[config.mk]
export PLATFORM = sky130hd
export DESIGN_NAME = noc_lookup_fabric
export DESIGN_NICKNAME = d
export VERILOG_FILES = /design/src/rtl/noc_pkg.sv /design/src/rtl/noc_rr_arbiter.sv /design/src/rtl/noc_lookup_fabric.sv
export SDC_FILE = /design/constraint.sdc
export NUM_CORES = 1
export LEC_CHECK = 0
export ABC_CLOCK_PERIOD_IN_PS = 7700
export CORE_UTILIZATION = 59
export DETAILED_ROUTE_END_ITERATION = 8
export GPL_TIMING_DRIVEN = 1
export PLACE_DENSITY = 0.95
export SETUP_SLACK_MARGIN = 0.1
export SLEW_MARGIN = 10
export SYNTH_ARGS = -nofsm -noshare
export SYNTH_HDL_FRONTEND = slang
export SYNTH_SLANG_ARGS = --single-unit
[constraint.sdc]
create_clock -name clk -period 7.7 [get_ports clk]
set_input_delay 1.155 -clock clk [delete_from_list [all_inputs] [get_ports clk]]
set_output_delay 1.155 -clock clk [all_outputs]
set_load 0.05 [all_outputs]
[src/rtl/noc_pkg.sv]
// Shared types and helpers for the page-value lookup fabric.
package noc_pkg;

    typedef enum logic [1:0] {
        IDLE = 2'd0,
        PEND = 2'd1,
        INFL = 2'd2,
        ERR  = 2'd3
    } port_state_t;

    // Width of the local page index inside one owner port.
    function automatic int local_w(input int pages_per_port);
        return $clog2(pages_per_port);
    endfunction

    // Width of a port/owner index; never narrower than one bit.
    function automatic int idx_w(input int n);
        return (n > 1) ? $clog2(n) : 1;
    endfunction

    localparam int ERR_DATA = 0;

endpackage

[src/rtl/noc_rr_arbiter.sv]
// N-way round-robin arbiter: one-hot grant to the first requester at or after the pointer.
// Latency: grant is combinational; pointer moves to winner+1 on the clock edge of a grant.
// Backpressure: en=0 suppresses all grants and freezes the pointer.
module noc_rr_arbiter
    import noc_pkg::*;
#(
    parameter  int N  = 4,
    localparam int IW = idx_w(N)
) (
    input  logic          clk,
    input  logic          reset,
    input  logic [N-1:0]  req,
    input  logic          en,
    output logic [N-1:0]  gnt,
    output logic [IW-1:0] gnt_idx
);

    logic [IW-1:0] ptr_q;
    logic          found;
    int            idx;

    always_comb begin
        gnt     = '0;
        gnt_idx = '0;
        found   = 1'b0;
        idx     = 0;
        for (int k = 0; k < N; k++) begin
            idx = int'(ptr_q) + k;
            if (idx >= N) idx = idx - N;
            if (en && !found && req[idx]) begin
                found      = 1'b1;
                gnt[idx]   = 1'b1;
                gnt_idx    = IW'(idx);
            end
        end
    end

    always_ff @(posedge clk) begin
        if (reset) begin
            ptr_q <= '0;
        end else if (found) begin
            ptr_q <= (gnt_idx == IW'(N - 1)) ? '0 : gnt_idx + IW'(1);
        end
    end

endmodule

[src/rtl/noc_lookup_fabric.sv]
// N-port page-value lookup fabric: routes each port's page lookup to its owner and returns the value.
// Latency: accept T -> query T+1 -> reply sampled end of T+2 -> response T+3; out-of-range T+1.
// Backpressure: one outstanding request per port (req_ready low while pending); query_stall holds grants.
module noc_lookup_fabric
    import noc_pkg::*;
#(
    parameter  int N              = 4,
    parameter  int DATA_W         = 16,
    parameter  int PAGE_W         = 7,
    parameter  int PAGES_PER_PORT = 16,
    parameter  int TIMEOUT        = 31,
    localparam int LOCAL_W        = local_w(PAGES_PER_PORT)
) (
    input  logic                  clk,
    input  logic                  reset,
    input  logic [N-1:0]          req_valid,
    input  logic [N*PAGE_W-1:0]   req_page,
    output logic [N-1:0]          req_ready,
    output logic [N-1:0]          query_valid,
    output logic [N*LOCAL_W-1:0]  query_id,
    input  logic [N-1:0]          query_stall,
    input  logic [N*DATA_W-1:0]   reply_data,
    output logic [N-1:0]          rsp_valid,
    output logic [N*DATA_W-1:0]   rsp_data,
    output logic [N*PAGE_W-1:0]   rsp_page,
    output logic [N-1:0]          rsp_err
);

    localparam int OW_W = idx_w(N);
    localparam int CW   = $clog2(TIMEOUT + 1);

    typedef struct packed {
        logic [PAGE_W-1:0] page;
        logic [OW_W-1:0]   owner;
    } req_rec_t;

    port_state_t       state_q [N];
    port_state_t       state_d [N];
    req_rec_t          rec_q   [N];
    logic [CW-1:0]     wait_q  [N];

    logic [PAGE_W-1:0] in_page  [N];
    logic [OW_W-1:0]   in_owner [N];
    logic [N-1:0]      in_oor;
    logic [N-1:0]      accept;
    logic [N-1:0]      granted;
    logic [N-1:0]      timeout_hit;

    logic [N-1:0]      cand    [N];
    logic [N-1:0]      gnt     [N];
    logic [OW_W-1:0]   gnt_idx [N];
    logic [N-1:0]      gnt_q;
    logic [OW_W-1:0]   src_q   [N];

    logic [N-1:0]      rsp_valid_q;
    logic [N-1:0]      rsp_err_q;
    logic [DATA_W-1:0] rsp_data_q [N];
    logic [PAGE_W-1:0] rsp_page_q [N];

    genvar g;
    generate
        for (g = 0; g < N; g++) begin : g_port
            assign in_page[g]  = req_page[g*PAGE_W +: PAGE_W];
            assign in_owner[g] = OW_W'(in_page[g] >> LOCAL_W);
            assign in_oor[g]   = 32'(in_page[g]) >= 32'(N * PAGES_PER_PORT);
            assign accept[g]   = req_valid[g] & req_ready[g];

            assign rsp_data[g*DATA_W +: DATA_W] = rsp_data_q[g];
            assign rsp_page[g*PAGE_W +: PAGE_W] = rsp_page_q[g];
        end
    endgenerate

    assign rsp_valid = rsp_valid_q;
    assign rsp_err   = rsp_err_q;

    // Destination d only sees ports that are pending on a page it owns.
    always_comb begin
        for (int d = 0; d < N; d++) begin
            cand[d] = '0;
            for (int i = 0; i < N; i++) begin
                cand[d][i] = (state_q[i] == PEND) && (rec_q[i].owner == OW_W'(d));
            end
        end
    end

    generate
        for (g = 0; g < N; g++) begin : g_dest
            noc_rr_arbiter #(.N(N)) u_arb (
                .clk     (clk),
                .reset   (reset),
                .req     (cand[g]),
                .en      (!query_stall[g]),
                .gnt     (gnt[g]),
                .gnt_idx (gnt_idx[g])
            );

            assign query_valid[g] = |gnt[g];
            assign query_id[g*LOCAL_W +: LOCAL_W] =
                query_valid[g] ? rec_q[gnt_idx[g]].page[LOCAL_W-1:0] : '0;
        end
    endgenerate

    always_comb begin
        granted = '0;
        for (int d = 0; d < N; d++) begin
            granted = granted | gnt[d];
        end
    end

    // A grant in the deadline cycle takes priority over the timeout.
    always_comb begin
        for (int i = 0; i < N; i++) begin
            timeout_hit[i] = (state_q[i] == PEND) && (wait_q[i] == CW'(TIMEOUT)) && !granted[i];
        end
    end

    always_ff @(posedge clk) begin
        if (reset) begin
            for (int i = 0; i < N; i++) begin
                state_q[i] <= IDLE;
            end
        end else begin
            for (int i = 0; i < N; i++) begin
                state_q[i] <= state_d[i];
            end
        end
    end

    always_comb begin
        for (int i = 0; i < N; i++) begin
            state_d[i] = state_q[i];
            case (state_q[i])
                IDLE, ERR: begin
                    state_d[i] = IDLE;
                    if (accept[i]) state_d[i] = in_oor[i] ? ERR : PEND;
                end
                PEND: begin
                    if (granted[i])          state_d[i] = INFL;
                    else if (timeout_hit[i]) state_d[i] = IDLE;
                end
                INFL:    state_d[i] = IDLE;
                default: state_d[i] = IDLE;
            endcase
        end
    end

    always_comb begin
        for (int i = 0; i < N; i++) begin
            req_ready[i] = (state_q[i] == IDLE) || (state_q[i] == ERR);
        end
    end

    always_ff @(posedge clk) begin
        if (reset) begin
            gnt_q       <= '0;
            rsp_valid_q <= '0;
            rsp_err_q   <= '0;
            for (int i = 0; i < N; i++) begin
                rec_q[i]      <= '0;
                wait_q[i]     <= '0;
                src_q[i]      <= '0;
                rsp_data_q[i] <= '0;
                rsp_page_q[i] <= '0;
            end
        end else begin
            rsp_valid_q <= '0;
            for (int i = 0; i < N; i++) begin
                if (accept[i]) begin
                    rec_q[i]  <= '{page: in_page[i], owner: in_owner[i]};
                    wait_q[i] <= '0;
                    if (in_oor[i]) begin
                        rsp_valid_q[i] <= 1'b1;
                        rsp_err_q[i]   <= 1'b1;
                        rsp_data_q[i]  <= DATA_W'(ERR_DATA);
                        rsp_page_q[i]  <= in_page[i];
                    end
                end else if (state_q[i] == PEND) begin
                    if (granted[i]) begin
                        wait_q[i] <= '0;
                    end else if (timeout_hit[i]) begin
                        rsp_valid_q[i] <= 1'b1;
                        rsp_err_q[i]   <= 1'b1;
                        rsp_data_q[i]  <= DATA_W'(ERR_DATA);
                        rsp_page_q[i]  <= rec_q[i].page;
                    end else begin
                        wait_q[i] <= wait_q[i] + CW'(1);
                    end
                end
            end
            // The reply lands one cycle after the grant; its requester is still INFL, so no collision.
            for (int d = 0; d < N; d++) begin
                gnt_q[d] <= query_valid[d];
                if (query_valid[d]) src_q[d] <= gnt_idx[d];
                if (gnt_q[d]) begin
                    rsp_valid_q[src_q[d]] <= 1'b1;
                    rsp_err_q[src_q[d]]   <= 1'b0;
                    rsp_data_q[src_q[d]]  <= reply_data[d*DATA_W +: DATA_W];
                    rsp_page_q[src_q[d]]  <= rec_q[src_q[d]].page;
                end
            end
        end
    end

endmodule

==> impl_metrics.env <==
export IMPL_power_mw=4.03
export IMPL_required_ns=6.55
export IMPL_cp_slowest_cell="dfxtp_1"
export IMPL_pwr_share_clk_pct=21.0
export IMPL_htreeDepth=4
export IMPL_setup_viol=0
export IMPL_switchingPower_mw=1.74
export IMPL_via_per_inst=7.15
export IMPL_syn_num_nets=1562
export IMPL_globalplace_congestion=1.03
export IMPL_grt_setup_unrepaired="no"
export IMPL_synth_cells=1418
export IMPL_drive_gt1_share_pct=7.96
export IMPL_highest_layer="met4"
export IMPL_seq_area_frac_synth_pct=38.3
export IMPL_path_class="reg2out"
export IMPL_synth_edf_count=148
export IMPL_detail_route_wirelength_microns=44500
export IMPL_clk_insertion_delay_late_ns=0.45
export IMPL_fp_row_count=54
export IMPL_ctsResizeCount=0
export IMPL_cp_arrival_ns=4.96
export IMPL_io_buffers=225
export IMPL_fp_dieH_microns=151
export IMPL_relSlewSlack_pct=12.6
export IMPL_power_leakage_nw=5.99
export IMPL_setup_tns_ns=0
export IMPL_synthTopCellsByArea="edfxtp_1 (34%), o21ai_0 (5.9%), mux4_2 (4.7%)"
export IMPL_dr_pass1_iters=8
export IMPL_yosysTopAreaCell="edfxtp_1"
export IMPL_hp_class="reg2reg"
export IMPL_slew_viol_final=0
export IMPL_worst_setup_path_start_kind="flip-flop"
export IMPL_fin_worst_skew_ns=0.0152
export IMPL_ant_nets=0
export IMPL_crit_chain="inv_1 > ha_1 > nand4bb_1 > a211o_1 > o22ai_1 > a32oi_1 > mux2i_1 > mux4_2 > and2_1 > clkdlybuf4s50_1"
export IMPL_syn_area_per_cell_sq_um=9.22
export IMPL_wl_per_cell_microns=23.7
export IMPL_r2r_start="state_q[3][1]"
export IMPL_fp_dieW_microns=151
export IMPL_fin_crit_ns=6.12
export IMPL_dr_wl_met3_microns=6630
export IMPL_yosys_warnings=0
export IMPL_grt_pass1_wl_microns=67000
export IMPL_first_global_vias=12200
export IMPL_met1_length_microns=15500
export IMPL_power_frac_seq_pct=36.6
export IMPL_ctsHoldBuffers=0
export IMPL_powerDensity_mw_per_mm2=252
export IMPL_min_period_over_period_pct=79.4
export IMPL_yosysMostFrequentCell="nand2_1"
export IMPL_maxCapViolations=0
export IMPL_synthToLayoutAreaGrowth_pct=22.2
export IMPL_end_kind="primary output"
export IMPL_route_detailed_drc=0
export IMPL_io_pins=226
export IMPL_combinationalPowerShare_pct=42.4
export IMPL_cts_buffer_depth=2
export IMPL_cts_setup_buffers=0
export IMPL_grt_antenna_before_repair=0
export IMPL_nets=1726
export IMPL_synthFlopType="edfxtp_1"
export IMPL_synth_distinct_cells=86
export IMPL_finalHoldViolations=0
export IMPL_worst_slew_pin_slew_ns=1.31
export IMPL_core_area_sq_mm=0.0218
export IMPL_netSwitchingFraction_pct=43.3
export IMPL_grt_usage_pct=38.8
export IMPL_path_max_fanout=16
export IMPL_drtIter0Drc=2067
export IMPL_critPathLaunch="g_dest[2].u_arb.ptr_q[0]"
export IMPL_met2WireLength_microns=19700
export IMPL_die_area_sq_mm=0.0228
export IMPL_syn_area_sq_mm=0.0131
export IMPL_grt_remaining_overflow=0
export IMPL_synth_seq_cells=176
export IMPL_antenna_cells=0
export IMPL_start_util_pct=60.1
export IMPL_vias=13400
export IMPL_ys_async_sr_fraction_pct=0
export IMPL_cts_sinks=176
export IMPL_synth_top_area_share_pct=34.0
export IMPL_path_clk_slew_ns=0.08
export IMPL_hp_start="rsp_err[0]"
export IMPL_cp_slowest_stage_delay_ns=0.71
export IMPL_utilization_pct=73.5
export IMPL_fmax_mhz=164
export IMPL_cts_buffers=17
export IMPL_synth_common_cells="nand2_1 (162), o21ai_0 (153), edfxtp_1 (148)"
export IMPL_cts_tree="built"
export IMPL_status="completed"
export IMPL_max_vdd_ir_drop_uv=154
export IMPL_hpwl_microns=31100
export IMPL_grt_max_degree=49
export IMPL_power_internal_mw=2.28
export IMPL_clock_root_buffer="clkbuf_16"
-- placed cells by master (no fill, tap or decap), types with 7 or more instances in the layout --
| master | count |
|---|---|
| mux2i_1 | 18 |
| a221o_1 | 47 |
| nor3b_1 | 19 |
| dfxtp_1 | 28 |
| nand3b_1 | 9 |
| clkdlybuf4s50_1 | 224 |
| nand4b_1 | 7 |
| or2_2 | 7 |
| nand3_1 | 42 |
| a31oi_1 | 20 |
| edfxtp_1 | 148 |
| nand2_1 | 162 |
| o211a_1 | 7 |
| mux2_2 | 11 |
| and3b_1 | 11 |
| a21o_1 | 9 |
| o21ai_0 | 153 |
| or3_1 | 7 |
| mux4_2 | 27 |
| nand2b_1 | 11 |
| a221oi_1 | 20 |
| nor2_1 | 96 |
| o22a_1 | 18 |
| a21oi_1 | 59 |
| clkbuf_16 | 17 |
| ha_1 | 42 |
| and3_1 | 19 |
| nor3_1 | 31 |
| and2_1 | 40 |
| inv_1 | 39 |
| o211ai_1 | 7 |
| a22oi_1 | 32 |
| nor2b_1 | 25 |
| o22ai_1 | 24 |
| buf_4 | 21 |
| a211oi_1 | 18 |
-- through the flow --
step | instance area (sq um) | setup WS (ns) | std cells | hold WS (ns)
2_1_floorplan | 13100 | 2.29 | 1418 | 0.545
3_3_place_gp | 15400 | 2.03 | 1843 | 0.514
3_5_place_dp | 15400 | 1.91 | 1843 | 0.536
4_1_cts | 16000 | 1.71 | 1875 | 0.547
5_1_grt | 16000 | 1.33 | 1875 | 0.578
6_report | 16000 | 1.58 | 1875 | 0.551
-- metal layers --
layer  vias to the layer above  global-route usage (%)
met5                         -                       0
met4                         0                    20.7
met3                       262                    10.0
met2                      1276                    59.7
met1                      6087                    50.2
li1                       5779                       -
-- final timing paths --
path,end,slack (ns),cells past startpoint
setup / recovery,query_id[9],1.58,10
hold / removal,rsp_err[0],0.55,2
setup reg to reg,rsp_data_q[0][6],2.55,10
hold reg to reg,rsp_err[0],0.55,2
-- worst max-delay path: cells and delay by family, from the launching register on --
kind,cells,cell delay (ns)
muxes,2,1.10
buffers and inverters,2,0.97
AOI/OAI and AO/OA,3,0.76
DFF,1,0.71
adders and majority gates,1,0.50
and+or+nand+nor,2,0.47
-- flip-flops by register name (all words and copies together), names as in the netlist, named ones only --
signal / flops
g_dest.u_arb.ptr_q: 6
gnt_q: 4
rec_q: 28
rsp_data_q: 64
rsp_err: 4
rsp_page_q: 28
rsp_valid: 4
src_q: 8
state_q: 8
wait_q: 20
-- kinds of logic after synthesis --
family | share of synthesized area, %
xor gates and xnor gates | 0.670
adders and majority gates | 4.02
buffers and inverters | 4.44
DFF | 38.3
muxes | 6.98
and+or+nand+nor | 21.5
AOI/OAI and AO/OA | 24.1
-- cell type report --
class / instances / area (sq um)
Multi-Input combinational cell: 1099 / 7510
Fill cell: 1494 / 5780
Sequential cell: 176 / 5000
Timing Repair Buffer: 246 / 2400
Clock buffer: 17 / 425
Tap cell: 280 / 350
Inverter: 42 / 158
Clock inverter: 15 / 128
-- power groups by stage --
stage,registers (mW),logic [mW],clock network [mW]
floorplan,1.72,0.840,0
global route,1.48,1.79,0.874
CTS,1.45,1.68,0.840
detailed placement,1.47,1.67,0
finish,1.48,1.71,0.844
global placement,1.47,1.64,0
Power figures use the tool's default switching activity.
